### config.mk
export PLATFORM = sky130hd
export DESIGN_NAME = cdc_handshake_rx
export DESIGN_NICKNAME = d
export VERILOG_FILES = /design/src/rtl/cdc_handshake_rx.sv
export SDC_FILE = /design/constraint.sdc
export NUM_CORES = 1
export LEC_CHECK = 0
export BUFFER_PORTS_ARGS = -buffer_cell sky130_fd_sc_hd__buf_2
export CORE_AREA = 5 5 42 44
export DETAILED_ROUTE_END_ITERATION = 8
export DIE_AREA = 0 0 47 49
export PLACE_DENSITY_LB_ADDON = 0.08
export SLEW_MARGIN = 20
export SYNTH_ARGS = -nofsm -noshare
export SYNTH_HDL_FRONTEND = slang
export SYNTH_SLANG_ARGS = --single-unit
### constraint.sdc
create_clock -name clkB -period 2.8 [get_ports clkB]
set_input_delay 0.56 -clock clkB [delete_from_list [all_inputs] [get_ports clkB]]
set_output_delay 0.56 -clock clkB [all_outputs]
set_load 0.05 [all_outputs]
### src/rtl/cdc_handshake_rx.sv
// Destination end of a toggle req/ack clock-domain-crossing handshake, clkB domain only.
// Optional parity check is compiled in when CDC_RX_PARITY_EN is defined.
//
// state   | meaning
// --------+--------------------------------------------------------------
// ST_IDLE | no word held; waiting for a new request toggle
// ST_WAIT | word held on data_out with valid_out=1; waiting for ready_in
module cdc_handshake_rx #(
    parameter int DATA_W      = 2,
    parameter int SYNC_STAGES = 2
) (
    input  logic              clkB,
    input  logic              rstB,
    input  logic              req_tgl_in,
    input  logic [DATA_W-1:0] data_in,
    input  logic              ready_in,
`ifdef CDC_RX_PARITY_EN
    input  logic              parity_in,
    output logic              par_err_out,
`endif
    output logic [DATA_W-1:0] data_out,
    output logic              valid_out,
    output logic              ack_tgl_out,
    output logic              overrun_out
);

    localparam logic [0:0] ST_IDLE = 1'b0;
    localparam logic [0:0] ST_WAIT = 1'b1;

    logic [SYNC_STAGES-1:0] sync_q;
    logic                   req_sync;
    logic                   req_seen;
    logic                   new_req;
    logic [0:0]             state;

    assign req_sync = sync_q[SYNC_STAGES-1];
    assign new_req  = (req_sync != req_seen);

    always_ff @(posedge clkB or negedge rstB) begin
        if (!rstB) begin
            sync_q <= '0;
        end else begin
            sync_q <= {sync_q[SYNC_STAGES-2:0], req_tgl_in};
        end
    end

    // req_seen only advances on capture, so a request arriving during WAIT stays pending
    always_ff @(posedge clkB or negedge rstB) begin
        if (!rstB) begin
            state       <= ST_IDLE;
            req_seen    <= 1'b0;
            data_out    <= '0;
            valid_out   <= 1'b0;
            ack_tgl_out <= 1'b0;
            overrun_out <= 1'b0;
        end else begin
            case (state)
                ST_IDLE: begin
                    if (new_req) begin
                        data_out  <= data_in;
                        valid_out <= 1'b1;
                        req_seen  <= req_sync;
                        state     <= ST_WAIT;
                    end
                end
                ST_WAIT: begin
                    if (new_req) begin
                        overrun_out <= 1'b1;
                    end
                    if (ready_in) begin
                        valid_out   <= 1'b0;
                        ack_tgl_out <= ~ack_tgl_out;
                        state       <= ST_IDLE;
                    end
                end
                default: begin
                    state <= ST_IDLE;
                end
            endcase
        end
    end

`ifdef CDC_RX_PARITY_EN
    // even parity: data_in plus parity_in must hold an even number of ones
    always_ff @(posedge clkB or negedge rstB) begin
        if (!rstB) begin
            par_err_out <= 1'b0;
        end else if (state == ST_IDLE && new_req) begin
            par_err_out <= (^data_in) ^ parity_in;
        end else if (state == ST_WAIT && ready_in) begin
            par_err_out <= 1'b0;
        end
    end
`endif

endmodule
==> results.yml <==
drt:
  drtAntennaViolNets: 0
  wl_per_cell_microns: 11.6
  first_iter_violations: 0
  wl_microns: 569
  vias: 200
  vias_per_cell: 4.08
  dr.pass1.iters: 1
  drc: 0
timing:
  max-slew-margin-rel: 0.833
  max_slew.worst_pin.slew_ps: 249
  tns_ps: 0
  timing.fmax_mhz: 695
  finalSetupViolCount: 0
  rsz0062_at_grt: "false"
  clock_skew_ps: 0.994
  finalHoldViolCount: 0
  maxSlewViolCount: 0
  period_share: 0.514
  period_minus_slack_ps: 1440
worst_hold_path:
  hp-class: "in2async"
logic_synthesis:
  synth_top_cells_by_area: "dfrtp_1 (70%), mux2_4 (9.4%), a21o_1 (4.7%)"
  synthArstFlopShare: 1.00
  synth_ff_type: "dfrtp_1"
  yosys_warnings: 0
  synthCells: 19
  ys_seq_elements: 9
  netlist-cell-type-count: 9
  yosysTopAreaCellShare: 0.703
  syn_area_per_cell_sq_um: 16.9
  synth.most_common_cell: "dfrtp_1"
  synth_nets: 25
  ys_seq_area_frac: 0.703
  synth_edf_count: 0
  synth_commonest_cells: "dfrtp_1 (9), a21o_1 (2), mux2_4 (2)"
  syn_area_sq_um: 320
  synth_top_area_cell: "dfrtp_1"
place:
  io_buffers: 10
  dpl.hpwl_microns: 427
  placed_area_sq_um: 390
  place.gp.congestion: 0.689
grt:
  antenna_found_initial: 0
  overflow: 0
  grt_first_pass_wirelength_microns: 993
  gr-usage-all-layers: 0.0633
  grt_pass1_vias: 230
  grt_max_degree: 10
finish:
  nets: 40
  area_growth_pct: 30.1
  finish.instance_area_sq_um: 417
  final_core_util: 0.297
  fillers: 155
  drive_gt1_frac: 0.515
  antenna_cells: 0
  multi_input_area_sq_um: 95.1
  register_area_sq_um: 225
floorplan:
  rows: 14
  die_y_microns: 49
  dieArea_sq_um: 2300
  initial_core_util: 0.229
  core-area_sq_um: 1400
  fp.dieW_microns: 47
  io_pins: 11
clock_tree:
  cts_hold_buf: 0
  clk_pin_slew_ps: 60
  cts_buffer_depth: 2
  root_buffer: "clkbuf_4"
  htreeDepth: 1
  cts_sinks: 9
  numCtsBuffers: 3
  cts_tree: "done"
  clk_latency_ps: 250
  cts_setup_buffers: 0
  cts_resized: 0
worst_setup_path:
  path_class: "reg2out"
  arrival_ps: 880
  critPathLaunchType: "flip-flop"
  crit_buf_inv: 1
  endpoint_kind: "output port"
  crit_family: "flip-flops"
  crit_fanout: 2
  critPathRequiredTime_ps: 2240
  slowest_stage: "dfrtp_1"
  path_cells: "buf_2"
  critPathMaxStageDelay_ps: 360
power:
  p_leak_nw: 0.199
  cellPowerDensity_nw_per_um2: 1330
  ir_drop_v: 0.000371
run_status:
  status: "finished clean"
flow_run:
  drv_cap: 0
-- routing by layer --
| metal | GRT usage | share of wire | up-vias |
|---|---|---|---|
| li1 | - | - | 92 |
| met1 | 0.0769 | 0.47 | 98 |
| met4 | 0.0553 | 0.023 | 0 |
| met3 | 0.0369 | 0.10 | 2 |
| met2 | 0.0747 | 0.40 | 8 |
| met5 | 0 | 0 | - |
-- cells in the final DEF (no fill, tap or decap), drive strengths merged --
cell     n
nand2    1
and2b    1
xor2     1
dfrtp    9
clkbuf   4
mux2     3
a21o     2
o21a     1
xnor2    1
buf     10
-- state kept, by name, summed over array words and instances (netlist names) --
name and flops:
state 1, ack_tgl_out 1, req_seen 1, overrun_out 1
valid_out 1, sync_q 2, data_out 2
-- logic make-up after synthesis --
group | Yosys count | share of synthesized area
flip-flops | 9 | 0.703
XOR/XNOR | 2 | 0.0547
AND/OR/NAND/NOR | 2 | 0.0430
multiplexers | 3 | 0.129
AO/OA/AOI/OAI | 3 | 0.0703
-- area by class of cell --
class	count	share of cell area
tap	16	0.0480
timing repair buffer	10	0.120
multi-input combinational	10	0.228
clock buffer	4	0.0631
sequential	9	0.541
-- where the power goes --
group          total [mW]  internal [mW]  switching [mW]
Clock              0.0964         0.0547          0.0417
Combinational       0.248         0.0929           0.155
Sequential          0.208          0.177          0.0304
-- stage by stage --
| step | hold WS [ps] | instances | total power [mW] | setup WS (ps) |
|---|---|---|---|---|
| final | 148 | 49 | 0.552 | 1360 |
| after global placement | 338 | 45 | 0.459 | 1570 |
| after CTS | 145 | 49 | 0.559 | 1350 |
| after floorplan | 264 | 19 | 0.407 | 1620 |
| after detailed placement | 342 | 45 | 0.459 | 1560 |
| after global routing | 158 | 49 | 0.578 | 1310 |
-- final timing paths --
path	startpoint	to	slack, ps	cells after the start
worst max-delay path	ack_tgl_out	ack_tgl_out	1360	1
worst min-delay path	rstB	state	150	1
worst max register to register	req_seen	data_out[1]	1530	3
worst min register to register	sync_q[0]	sync_q[1]	360	0
max in group asynchronous	rstB	valid_out	2480	1
min in group clkB	sync_q[0]	sync_q[1]	360	0
Power figures use the tool's default switching activity.
